--- src/rtl/upload_pkg.sv ---
// Shared definitions for the upload packer: header defaults, the
// length-field width and the framing state type.
package upload_pkg;

  localparam logic [7:0] HDR0_DEFAULT = 8'hAA;
  localparam logic [7:0] HDR1_DEFAULT = 8'h44;
  localparam int unsigned LEN_W = 16;

  typedef enum logic [3:0] {
    S_IDLE,
    S_COLLECT,
    S_HDR0,
    S_HDR1,
    S_SRC,
    S_LEN_H,
    S_LEN_L,
    S_PAYLOAD,
    S_CSUM
  } state_e;

endpackage

--- src/rtl/upload_fifo.sv ---
// Synchronous show-ahead byte FIFO. dout always shows the oldest entry
// while the FIFO is non-empty; pop discards it. Pushing while full and
// popping while empty are ignored.
module upload_fifo #(
  parameter int unsigned DEPTH = 64
) (
  input  logic       clk,
  input  logic       rst,
  input  logic       push,
  input  logic       pop,
  input  logic [7:0] din,
  output logic [7:0] dout,
  output logic       full,
  output logic       empty
);

  localparam int unsigned AW = $clog2(DEPTH);

  logic [7:0]  mem_q [DEPTH];
  logic [AW:0] wr_ptr_q, wr_ptr_d;
  logic [AW:0] rd_ptr_q, rd_ptr_d;
  logic        do_push, do_pop;

  // Pointers carry one extra wrap bit so full and empty can be told apart.
  assign empty = (wr_ptr_q == rd_ptr_q);
  assign full  = (wr_ptr_q[AW] != rd_ptr_q[AW]) &&
                 (wr_ptr_q[AW-1:0] == rd_ptr_q[AW-1:0]);
  assign dout  = mem_q[rd_ptr_q[AW-1:0]];

  // Next-pointer computation with guarded push/pop.
  always_comb begin
    // NOTE: every always_comb output gets a default first so no latch is inferred.
    do_push  = push && !full;
    do_pop   = pop && !empty;
    wr_ptr_d = wr_ptr_q;
    rd_ptr_d = rd_ptr_q;
    if (do_push) wr_ptr_d = wr_ptr_q + 1'b1;
    if (do_pop)  rd_ptr_d = rd_ptr_q + 1'b1;
  end

  // Pointer registers; reset empties the FIFO.
  always_ff @(posedge clk) begin
    // NOTE: sequential state uses non-blocking assignments so all flops update together.
    if (rst) begin
      wr_ptr_q <= '0;
      rd_ptr_q <= '0;
    end else begin
      wr_ptr_q <= wr_ptr_d;
      rd_ptr_q <= rd_ptr_d;
    end
  end

  // Storage write port.
  always_ff @(posedge clk) begin
    // NOTE: the storage array is not reset; the pointers alone define which entries are valid.
    if (do_push) mem_q[wr_ptr_q[AW-1:0]] <= din;
  end

endmodule

--- src/rtl/upload_packer.sv ---
// Upload packer: buffers one upload burst and emits it as a framed packet
// HDR0 HDR1 SRC LEN_H LEN_L PAYLOAD... [CSUM] on a valid/ready byte stream.
// Optional feature: define UPLOAD_PACKER_CHECKSUM_EN to append the
// modulo-256 checksum byte to every frame.
module upload_packer
  import upload_pkg::*;
#(
  parameter int unsigned FIFO_DEPTH = 64,
  parameter logic [7:0]  HDR0       = HDR0_DEFAULT,
  parameter logic [7:0]  HDR1       = HDR1_DEFAULT
) (
  input  logic       clk,
  input  logic       rst,
  input  logic       upload_active,
  input  logic       upload_req,
  input  logic [7:0] upload_data,
  input  logic [7:0] upload_source,
  input  logic       upload_valid,
  output logic       upload_ready,
  output logic [7:0] tx_data,
  output logic       tx_valid,
  input  logic       tx_ready,
  output logic       busy
);

  localparam int unsigned CNT_W = $clog2(FIFO_DEPTH + 1);

  state_e             state_q, state_d;
  logic [7:0]         src_q, src_d;
  logic [CNT_W-1:0]   count_q, count_d;
  logic               tx_valid_q, tx_valid_d;
  logic [7:0]         tx_data_q, tx_data_d;
  logic               busy_q, busy_d;
`ifdef UPLOAD_PACKER_CHECKSUM_EN
  logic [7:0]         csum_q, csum_d;
`endif

  logic               push, pop, accept, tx_hs;
  logic               fifo_full, fifo_empty;
  logic [7:0]         fifo_dout;
  logic [LEN_W-1:0]   len;
  logic               unused_req;

  // upload_req is informational only; acceptance is valid && ready.
  assign unused_req = upload_req;

  upload_fifo #(.DEPTH(FIFO_DEPTH)) u_fifo (
    .clk   (clk),
    .rst   (rst),
    .push  (push),
    .pop   (pop),
    .din   (upload_data),
    .dout  (fifo_dout),
    .full  (fifo_full),
    .empty (fifo_empty)
  );

  assign upload_ready = ((state_q == S_IDLE) || (state_q == S_COLLECT)) && !fifo_full;
  assign accept       = upload_valid && upload_ready;
  assign tx_hs        = tx_valid_q && tx_ready;
  assign len          = LEN_W'(count_q);
  assign tx_valid     = tx_valid_q;
  assign tx_data      = tx_data_q;
  assign busy         = busy_q;

  // Framing FSM next-state: the byte to present next is loaded into the
  // output register on the handshake of the current one, so no bubbles occur.
  always_comb begin
    state_d    = state_q;
    src_d      = src_q;
    count_d    = count_q;
    tx_valid_d = tx_valid_q;
    tx_data_d  = tx_data_q;
    push       = 1'b0;
    pop        = 1'b0;
`ifdef UPLOAD_PACKER_CHECKSUM_EN
    csum_d     = csum_q;
`endif
    case (state_q)
      S_IDLE: begin
        if (accept) begin
          src_d   = upload_source;
          push    = 1'b1;
          count_d = CNT_W'(1);
`ifdef UPLOAD_PACKER_CHECKSUM_EN
          csum_d  = upload_source + upload_data;
`endif
          state_d = S_COLLECT;
        end
      end
      S_COLLECT: begin
        if (accept) begin
          push    = 1'b1;
          count_d = count_q + 1'b1;
`ifdef UPLOAD_PACKER_CHECKSUM_EN
          csum_d  = csum_q + upload_data;
`endif
        end
        if (!upload_active) begin
          state_d    = S_HDR0;
          tx_valid_d = 1'b1;
          tx_data_d  = HDR0;
        end
      end
      S_HDR0: if (tx_hs) begin
        state_d   = S_HDR1;
        tx_data_d = HDR1;
      end
      S_HDR1: if (tx_hs) begin
        state_d   = S_SRC;
        tx_data_d = src_q;
      end
      S_SRC: if (tx_hs) begin
        state_d   = S_LEN_H;
        tx_data_d = len[LEN_W-1:8];
      end
      S_LEN_H: if (tx_hs) begin
        state_d   = S_LEN_L;
        tx_data_d = len[7:0];
      end
      S_LEN_L: if (tx_hs) begin
        // Move the FIFO head straight into the output register.
        state_d   = S_PAYLOAD;
        tx_data_d = fifo_dout;
        pop       = 1'b1;
      end
      S_PAYLOAD: if (tx_hs) begin
        if (!fifo_empty) begin
          tx_data_d = fifo_dout;
          pop       = 1'b1;
        end else begin
`ifdef UPLOAD_PACKER_CHECKSUM_EN
          state_d   = S_CSUM;
          tx_data_d = csum_q + len[LEN_W-1:8] + len[7:0];
`else
          state_d    = S_IDLE;
          tx_valid_d = 1'b0;
          tx_data_d  = '0;
          count_d    = '0;
`endif
        end
      end
`ifdef UPLOAD_PACKER_CHECKSUM_EN
      S_CSUM: if (tx_hs) begin
        state_d    = S_IDLE;
        tx_valid_d = 1'b0;
        tx_data_d  = '0;
        count_d    = '0;
        csum_d     = '0;
      end
`endif
      default: begin
        state_d    = S_IDLE;
        tx_valid_d = 1'b0;
        tx_data_d  = '0;
        count_d    = '0;
      end
    endcase
    busy_d = (state_d != S_IDLE);
  end

  // State and registered outputs; reset abandons any partial frame.
  always_ff @(posedge clk) begin
    if (rst) begin
      state_q    <= S_IDLE;
      src_q      <= '0;
      count_q    <= '0;
      tx_valid_q <= 1'b0;
      tx_data_q  <= '0;
      busy_q     <= 1'b0;
`ifdef UPLOAD_PACKER_CHECKSUM_EN
      csum_q     <= '0;
`endif
    end else begin
      state_q    <= state_d;
      src_q      <= src_d;
      count_q    <= count_d;
      tx_valid_q <= tx_valid_d;
      tx_data_q  <= tx_data_d;
      busy_q     <= busy_d;
`ifdef UPLOAD_PACKER_CHECKSUM_EN
      csum_q     <= csum_d;
`endif
    end
  end

endmodule
--- config.mk ---
export PLATFORM = sky130hd
export DESIGN_NAME = upload_packer
export DESIGN_NICKNAME = d
export VERILOG_FILES = /design/src/rtl/upload_pkg.sv /design/src/rtl/upload_fifo.sv /design/src/rtl/upload_packer.sv
export SDC_FILE = /design/constraint.sdc
export NUM_CORES = 1
export LEC_CHECK = 0
export BUFFER_PORTS_ARGS = -buffer_cell sky130_fd_sc_hd__clkbuf_2
export CORE_MARGIN = 2
export CORE_UTILIZATION = 60
export CTS_CLUSTER_DIAMETER = 50
export DETAILED_ROUTE_END_ITERATION = 10
export GPL_TIMING_DRIVEN = 0
export PLACE_DENSITY = 0.77
export RECOVER_POWER = 50
export SLEW_MARGIN = 20
export SYNTH_ARGS = -nofsm -noshare
export SYNTH_HDL_FRONTEND = slang
export SYNTH_HIERARCHICAL = 1
export SYNTH_SLANG_ARGS = --single-unit
--- constraint.sdc ---
create_clock -name clk -period 4.05 [get_ports clk]
set_input_delay 0.81 -clock clk [delete_from_list [all_inputs] [get_ports clk]]
set_output_delay 0.81 -clock clk [all_outputs]
set_load 0.01 [all_outputs]
### Word-level counts from Yosys, hierarchy flattened

Memory sizes are Yosys's and may differ from the RTL's. A register that Yosys moved wholly into a read port is not among the register bits.
Index checks and enable logic that the tools add are counted.
W data, S select, Z words.

| word-level totals | value |
|---|---|
| register bits | 43 |
| RAM bits | 512 |
| input bits | 22 |
| output and inout port bits | 11 |
| logic and storage cells | 91 |
| memories kept | 1 |

Memory list:

| memory | depth | width | rd ports | clocked after memory_dff | wr ports | line | text |
|---|---|---|---|---|---|---|---|
| u_fifo.mem_q | 64 | 8 | 1 | 1 | 1 | upload_fifo.sv:19 | `logic [7:0] mem_q [DEPTH];` |

| operators by class | value |
|---|---|
| add/subtract/negate cells | 3 |
| eq/ne operators | 20 |
| mux-type cells | 38 |
| bitwise gates (word level) | 3 |
| reduce and logical (&&, ||, !) cells | 18 |

Operator list:

| cell | count |
|---|---|
| $mux W8 | 8 |
| $pmux W8 S8 | 1 |
| $mux W4 | 9 |
| $pmux W4 S8 | 1 |
| $mux W7 | 4 |
| $pmux W7 S4 | 1 |
| $add A7 B1 Y7 const B | 3 |
| $ne A2 B2 Y1 const B | 10 |
| $eq A4 B3 Y1 const B | 4 |
| $mux W6 | 2 |
| $mux W1 | 10 |
| $eq A4 B2 Y1 const B | 2 |
| $reduce_and A8 Y1 | 1 |
| $eq A7 B7 Y1 | 1 |
| $eq A6 B6 Y1 | 1 |
| $logic_and A1 B1 Y1 | 6 |
| $reduce_or A6 Y1 | 1 |
| $reduce_and A5 Y1 | 1 |
| $reduce_or A5 Y1 | 1 |
| $eq A4 B1 Y1 const B | 1 |
| $logic_not A4 Y1 | 1 |
| $reduce_and A4 Y1 | 1 |
| $reduce_bool A4 Y1 | 1 |
| $not A1 Y1 | 3 |
| other kinds (7) | 8 |

### Depth between registers and ports, before layout

| logic depth | value |
|---|---|
| word-level depth | 10 |
| depth in mapped cells | 12 |
| gate-level depth less buffers | 9 |

### Hierarchy

The synthesis kept the hierarchy.

By module, submodules not included:

| module | instances | cells each | area each (µm²) | seq. area each (µm²) |
|---|---|---|---|---|
| upload_fifo | 1 | 1016 | 20880.0 | 15775.1 |
| upload_packer | 1 | 183 | 1587.8 | 580.6 |

### Worst setup path before layout

OpenSTA, ideal clock, no wires.

| timing | value |
|---|---|
| kind | flip-flop to flip-flop |
| from | register u_fifo.wr_ptr_q[4] |
| to | memory u_fifo.mem_q[57][0], enable pin |
| setup time | 0.371 ns |
| arrival time | 2.454 ns |
| path slack | 1.225 ns |
| stages on the path, launching flop included | 12 |
| buffers on the path | 3 |
| path through | dfxtp_1 -> buf_2 -> xnor2_1 -> nand4_2 -> nor3_1 -> nor4_4 -> and2_1 -> o31ai_2 -> buf_6 -> or4_1 -> buf_2 -> nor2_1 |

| on the way | value |
|---|---|
| cells in the longest elaborated chain, start to end | 10 |

RTL lines:

| what | line | text |
|---|---|---|
| from (decl) | upload_fifo.sv:20 | `logic [AW:0] wr_ptr_q, wr_ptr_d;` |
| from (signal assigned) | upload_fifo.sv:48 | `wr_ptr_q <= wr_ptr_d;` |
| $eq A6 B6 Y1 | upload_fifo.sv:27 | `(wr_ptr_q[AW-1:0] == rd_ptr_q[AW-1:0]);` |
| $logic_and A1 B1 Y1 | upload_fifo.sv:26 | `assign full = (wr_ptr_q[AW] != rd_ptr_q[AW]) &&` |
| via fifo_full | upload_packer.sv:39 | `logic fifo_full, fifo_empty;` |
| $logic_not A1 Y1 | upload_packer.sv:58 | `assign upload_ready = ((state_q == S_IDLE) \|\| (state_q == S_COLLECT)) && !fifo_full;` |
| $logic_and A1 B1 Y1 | upload_packer.sv:58 |  |
| via upload_ready | upload_packer.sv:19 | `output logic upload_ready,` |
| $logic_and A1 B1 Y1 | upload_packer.sv:59 | `assign accept = upload_valid && upload_ready;` |
| $mux W1 | upload_packer.sv:81, upload_packer.sv:92 |  |
| $mux W1 | - |  |
| via push | upload_packer.sv:38 | `logic push, pop, accept, tx_hs;` |
| $logic_and A1 B1 Y1 | upload_fifo.sv:33 | `do_push = push && !full;` |
| $mux W1 | upload_fifo.sv:56 | `if (do_push) mem_q[wr_ptr_q[AW-1:0]] <= din;` |
| $mux W1 (implied by the code) | upload_fifo.sv:56 |  |
| to (decl) | upload_fifo.sv:19 |  |

The timed path passes the listed nets, and every way through them passes these cells.

### Worst setup path in the final report

| timing | value |
|---|---|
| from | register u_fifo.wr_ptr_q[4] |
| to | memory u_fifo.mem_q[27][3], enable pin |

| on the way | value |
|---|---|
| cells in the longest elaborated chain, start to end | 10 |

RTL lines:

| what | line |
|---|---|
| $eq A6 B6 Y1 | upload_fifo.sv:27 |
| $logic_and A1 B1 Y1 | upload_fifo.sv:26 |
| via fifo_full | upload_packer.sv:39 |
| $logic_not A1 Y1 | upload_packer.sv:58 |
| $logic_and A1 B1 Y1 | upload_packer.sv:58 |
| $logic_and A1 B1 Y1 | upload_packer.sv:59 |
| $mux W1 | upload_packer.sv:81, upload_packer.sv:92 |
| $mux W1 | - |
| via push | upload_packer.sv:38 |
| $logic_and A1 B1 Y1 | upload_fifo.sv:33 |
| $mux W1 | upload_fifo.sv:56 |
| $mux W1 (implied by the code) | upload_fifo.sv:56 |

The timed path passes the listed nets, and every way through them passes these cells.

==> out/qor_table.md <==
| Group | Quantity | This run |
|:---|:---|:---|
| layout | Final net count | 1312 |
| outcome | Violated checks | max-capacitance violations, max-slew violations |
| sta | Post-layout min period | 3.88 ns |
| layout | Share of layout cells above drive strength 1 | 21.3% |
| layout | Number of antenna cells inserted | 0 |
| logic synthesis | Async S/R FF share, synth | 0% |
| logic synthesis | Number of nets in the synthesized netlist | 1224 |
| logic synthesis | Number of distinct library cells after synthesis | 68 |
| hold path | Hold crit path type | in -> reg |
| routing | DRC marker count from the first detailed-route iteration | 1385 |
| critical path | Worst flop-to-flop path startpoint | u_fifo/wr_ptr_q[4]$_SDFFE_PP0P_ |
| place | Placer Congestion | 0.926 |
| sta | Final period utilization | 95.8% |
| cts | Number of buffers on the longest clock path | 3 |
| routing | Detailed-route wire length | 53100 um |
| floorplanning | Die Footprint | 39000 um2 |
| logic synthesis | Ys Warns | 6 |
| pwr | Combinational power share | 1.6% |
| hold path | Start point of the worst hold path | upload_source[6] |
| logic synthesis | Ranking of synthesized cells by area | edfxtp_1 68%, mux4_2 12%, dfxtp_1 4.4% |
| hold path | Endpoint, Worst Hold | src_q[6]$_SDFFE_PP0P_ |
| grt | Remaining global-route overflow | 0 |
| logic synthesis | Dominant cell type by area after synthesis | edfxtp_1 |
| outcome | Result of the run | finished with violations |
| place | Pre-CTS setup slack | 0.434 ns |
| floorplanning | Starting density of the core | 61.1% |
| routing | Number of nets with antenna violations after detailed routing | 0 |
| cts | Clock-pin transition on the worst setup and hold timing paths | 0.06 ns |
| logic synthesis | Area share of the largest cell type after synthesis | 68.4% |
| pwr | Cell internal power dissipation | 9.26 mW |
| critical path | Worst-case register-to-register setup slack | 0.17 ns |
| floorplanning | Number of top-level design ports | 33 |
| sta | Transition time at the pin with the least slew margin | 2.99 ns |
| flow run | Max-capacitance violation count | 8 |
| sta | Setup repair after global routing missed its margin | false |
| pwr | Switching power total | 2.25 mW |
| logic synthesis | Post-synthesis register bit count | 561 |
| sta | Final number of max-transition violations | 520 |
| critical path | Arrival time of the worst setup path | 4.10 ns |
| place | Buffers on Ports | 31 |
| critical path | Critical Setup Path Class | reg -> reg |
| logic synthesis | Post-synth top flop | edfxtp_1 |
| routing | Avg WL per Cell | 29.6 um |
| floorplanning | Chip width | 198 um |
| grt | Maximum number of pins on one net before global-route repair | 65 |
| sta | Final WS setup | 0.171 ns |
| sta | Endpoints failing hold | 0 |
| grt | Vias in the first global route | 11905 |
| floorplanning | Row Count | 70 |
| layout | Fillcell total | 2355 |
| floorplanning | Area inside the core boundary | 36800 um2 |
| cts | # clock sinks | 561 |
| cts | Post CTS Setup Buffer Count | 0 |
| sta | Relative slew slack | -99.4% |
| sta | Post-Route Hold Slack | 0.453 ns |
| cts | CTS Buf Count | 55 |
| routing | Via/cell ratio | 6.81 |
| critical path | WP data required | 4.27 ns |
| logic synthesis | Mapped Cells | 1199 |
| pwr | Portion of total power attributed to the clock network | 43.3% |
| layout | Area taken by multi-input logic gates | 5630 um2 |
| floorplanning | Die extent in y | 198 um |
| grt | Overall fraction of global-route tracks in use | 28.0% |
| layout | Area taken by flip-flops and latches | 16400 um2 |
| cts | H-Tree Depth | 2 |
| logic synthesis | Post-synthesis area per instance | 18.7 um2 |
| sta | Largest clock skew in the final design | 0.0239 ns |
| sta | Setup violation total in the final timing report | 0 |
| logic synthesis | Netlist Area Pre-Place | 22500 um2 |
| critical path | Startpoint types | register |
| sta | TNS Setup | 0 ns |
| layout | Filler-free cell count of the finished design | 1796 |
| cts | TritonCTS clock tree | built |
| pwr | Portion of total power attributed to sequential cells | 55.2% |
| place | Post-DP HPWL | 33600 um |
| hold path | Worst Hold Path Cells | 3 |
| logic synthesis | EDFF count, synth | 512 |
| routing | Count of unresolved DRC violations after routing | 0 |
| critical path | Largest fanout on the critical path | 10 |
| grt | Wire length of the first global-routing pass | 77500 um |
| place | Count of placed standard cells including taps | 1698 |
| critical path | R2R depth | 10 |
| cts | Resize count post-CTS | 0 |
| pwr | Switching power as a share of total power | 19.5% |
| pwr | Pwr per Cell Area | 462 nW/um2 |
| critical path | Reg-to-reg endpoint | u_fifo/mem_q[27][3]$_DFFE_PP_ |
| routing | Number of iterations in the first detailed-routing pass | 5 |
| pwr | Maximum vdd drop | 0.000427 V |
| cts | Hold buffers post-CTS | 0 |
| cts | Worst skew pair latency | 0.61 ns |
| cts | Root Driver | clkbuf_16 |
| pwr | Static leakage | 7.61 nW |
| pwr | Power Total | 11.5 mW |
| layout | Area added between synthesis and finish | 10.9% |
| logic synthesis | Part of the Yosys area used for sequential elements | 72.8% |
| routing | Vias | 12237 |
| sta | F_max | 0.258 GHz |
| critical path | Kind of end point of the critical path | register |
| grt | Antenna violations before repair | 0 |
-- power by group through the flow --
stage | clock, mW | sequential (mW) | combinational (mW)
finish | 4.98 | 6.35 | 0.179
detailed placement | 0 | 6.46 | 0.184
CTS | 5.03 | 6.34 | 0.185
floorplan | 0 | 6.46 | 0.0626
global placement | 0 | 6.46 | 0.174
global route | 5.23 | 6.35 | 0.195
-- Yosys cell counts (3+ instances only) --
cell / number
inv_1: 8
nor3_1: 8
or4_1: 8
nor2b_1: 7
a221oi_1: 7
a31oi_1: 3
o311ai_0: 7
o31ai_1: 6
nand3_1: 9
buf_4: 11
or3b_2: 3
mux4_2: 119
xnor2_1: 8
and2_1: 6
a211oi_1: 11
nand2b_1: 14
nor2_1: 97
o22ai_1: 17
and3_1: 4
mux2i_1: 45
buf_2: 29
o221ai_1: 5
nand2_1: 24
ha_1: 3
buf_1: 4
o21ai_1: 4
mux2_2: 12
buf_6: 9
or3_1: 5
edfxtp_1: 512
o21ai_0: 25
dfxtp_1: 49
a311oi_1: 3
nand3b_1: 13
a21o_1: 3
xor2_1: 8
nor3b_1: 9
a22oi_1: 6
a22o_1: 5
mux4_1: 3
clkbuf_1: 19
a21oi_1: 21
-- critical path: stages, from the launching register on --
cell and delay, ns:
dfxtp_1 0.30, buf_2 0.27, xnor2_1 0.12, nand4_1 0.34, nor3_1 0.18, nor4_4 0.22
and2_1 0.21, o31ai_2 0.09, buf_6 0.16, nand3b_1 0.62, nor2_1 0.98
-- sequential cells by signal, indices dropped and copies added (netlist names), named ones only --
signal / cells
src_q: 8
tx_data: 8
state_q: 4
u_fifo/rd_ptr_q: 7
count_q: 7
busy: 1
u_fifo/wr_ptr_q: 7
tx_valid: 1
u_fifo/mem_q: 512
-- stage by stage --
stage	util [%]	area (um2)
2_1_floorplan	-	22500
3_3_place_gp	63.1	23200
3_5_place_dp	63.1	23200
4_1_cts	67.9	25000
5_1_grt	67.7	24900
6_report	67.7	24900
-- routing by layer --
metal	wire [um]	up-vias	share of wire [%]	GRT usage, %
li1	-	5054	-	-
met1	20200	6323	38	38.5
met4	1630	0	3.1	9.02
met5	0	-	0	0
met2	25100	750	47	44.1
met3	6190	110	12	7.79
-- cells in the final DEF, fill, tap and decap left out, drive strengths merged, types with 9 or more instances in the layout --
cell type / netlist / routed
edfxtp: 512 / 512
mux2i: 45 / 45
nand3b: 13 / 13
mux4: 122 / 122
nand2b: 14 / 14
nand3: 9 / 9
clkbuf: 19 / 122
clkinv: 0 / 19
nand2: 24 / 24
a21oi: 21 / 21
o22ai: 17 / 17
buf: 54 / 53
inv: 8 / 9
mux2: 13 / 13
dfxtp: 49 / 49
o21ai: 29 / 29
nor3: 9 / 9
nor3b: 9 / 9
a211oi: 12 / 12
nor2: 97 / 97
-- worst max-delay path by stage --
stage	startpoint	slack (ns)	cells after the start	to
3_3_place_gp	u_fifo/wr_ptr_q[4]$_SDFFE_PP0P_	0.47	10	u_fifo/mem_q[27][0]$_DFFE_PP_
4_1_cts	u_fifo/wr_ptr_q[4]$_SDFFE_PP0P_	0.40	10	u_fifo/mem_q[27][4]$_DFFE_PP_
2_1_floorplan	u_fifo/wr_ptr_q[4]$_SDFFE_PP0P_	1.23	11	u_fifo/mem_q[57][0]$_DFFE_PP_
3_5_place_dp	u_fifo/wr_ptr_q[4]$_SDFFE_PP0P_	0.43	10	u_fifo/mem_q[27][0]$_DFFE_PP_
6_report	u_fifo/wr_ptr_q[4]$_SDFFE_PP0P_	0.17	10	u_fifo/mem_q[27][3]$_DFFE_PP_
5_1_grt	u_fifo/wr_ptr_q[4]$_SDFFE_PP0P_	0.12	11	u_fifo/mem_q[22][3]$_DFFE_PP_
-- cells by family (layout without fill, tap and decap cells) --
| family | count (synthesis) | after routing | synth area share (%) |
|---|---|---|---|
| other cells | 1 | 1 | 0.0167 |
| compound gates | 138 | 138 | 4.32 |
| buf+inv | 81 | 210 | 2.07 |
| fa+ha+maj | 3 | 3 | 0.167 |
| mux | 180 | 180 | 14.9 |
| simple gates | 219 | 219 | 5.07 |
| xor+xnor | 16 | 16 | 0.624 |
| flops | 561 | 561 | 72.8 |
-- area by class of cell --
cell class,instances,area share [%]
Clock inverter,27,1.25
Multi-Input combinational cell,557,22.6
Timing Repair Buffer,31,0.532
Clock buffer,71,5.77
Buffer,73,1.74
Tap cell,468,2.35
Sequential cell,561,65.6
Inverter,8,0.121
No activity file was read; power rests on OpenSTA's default activity.
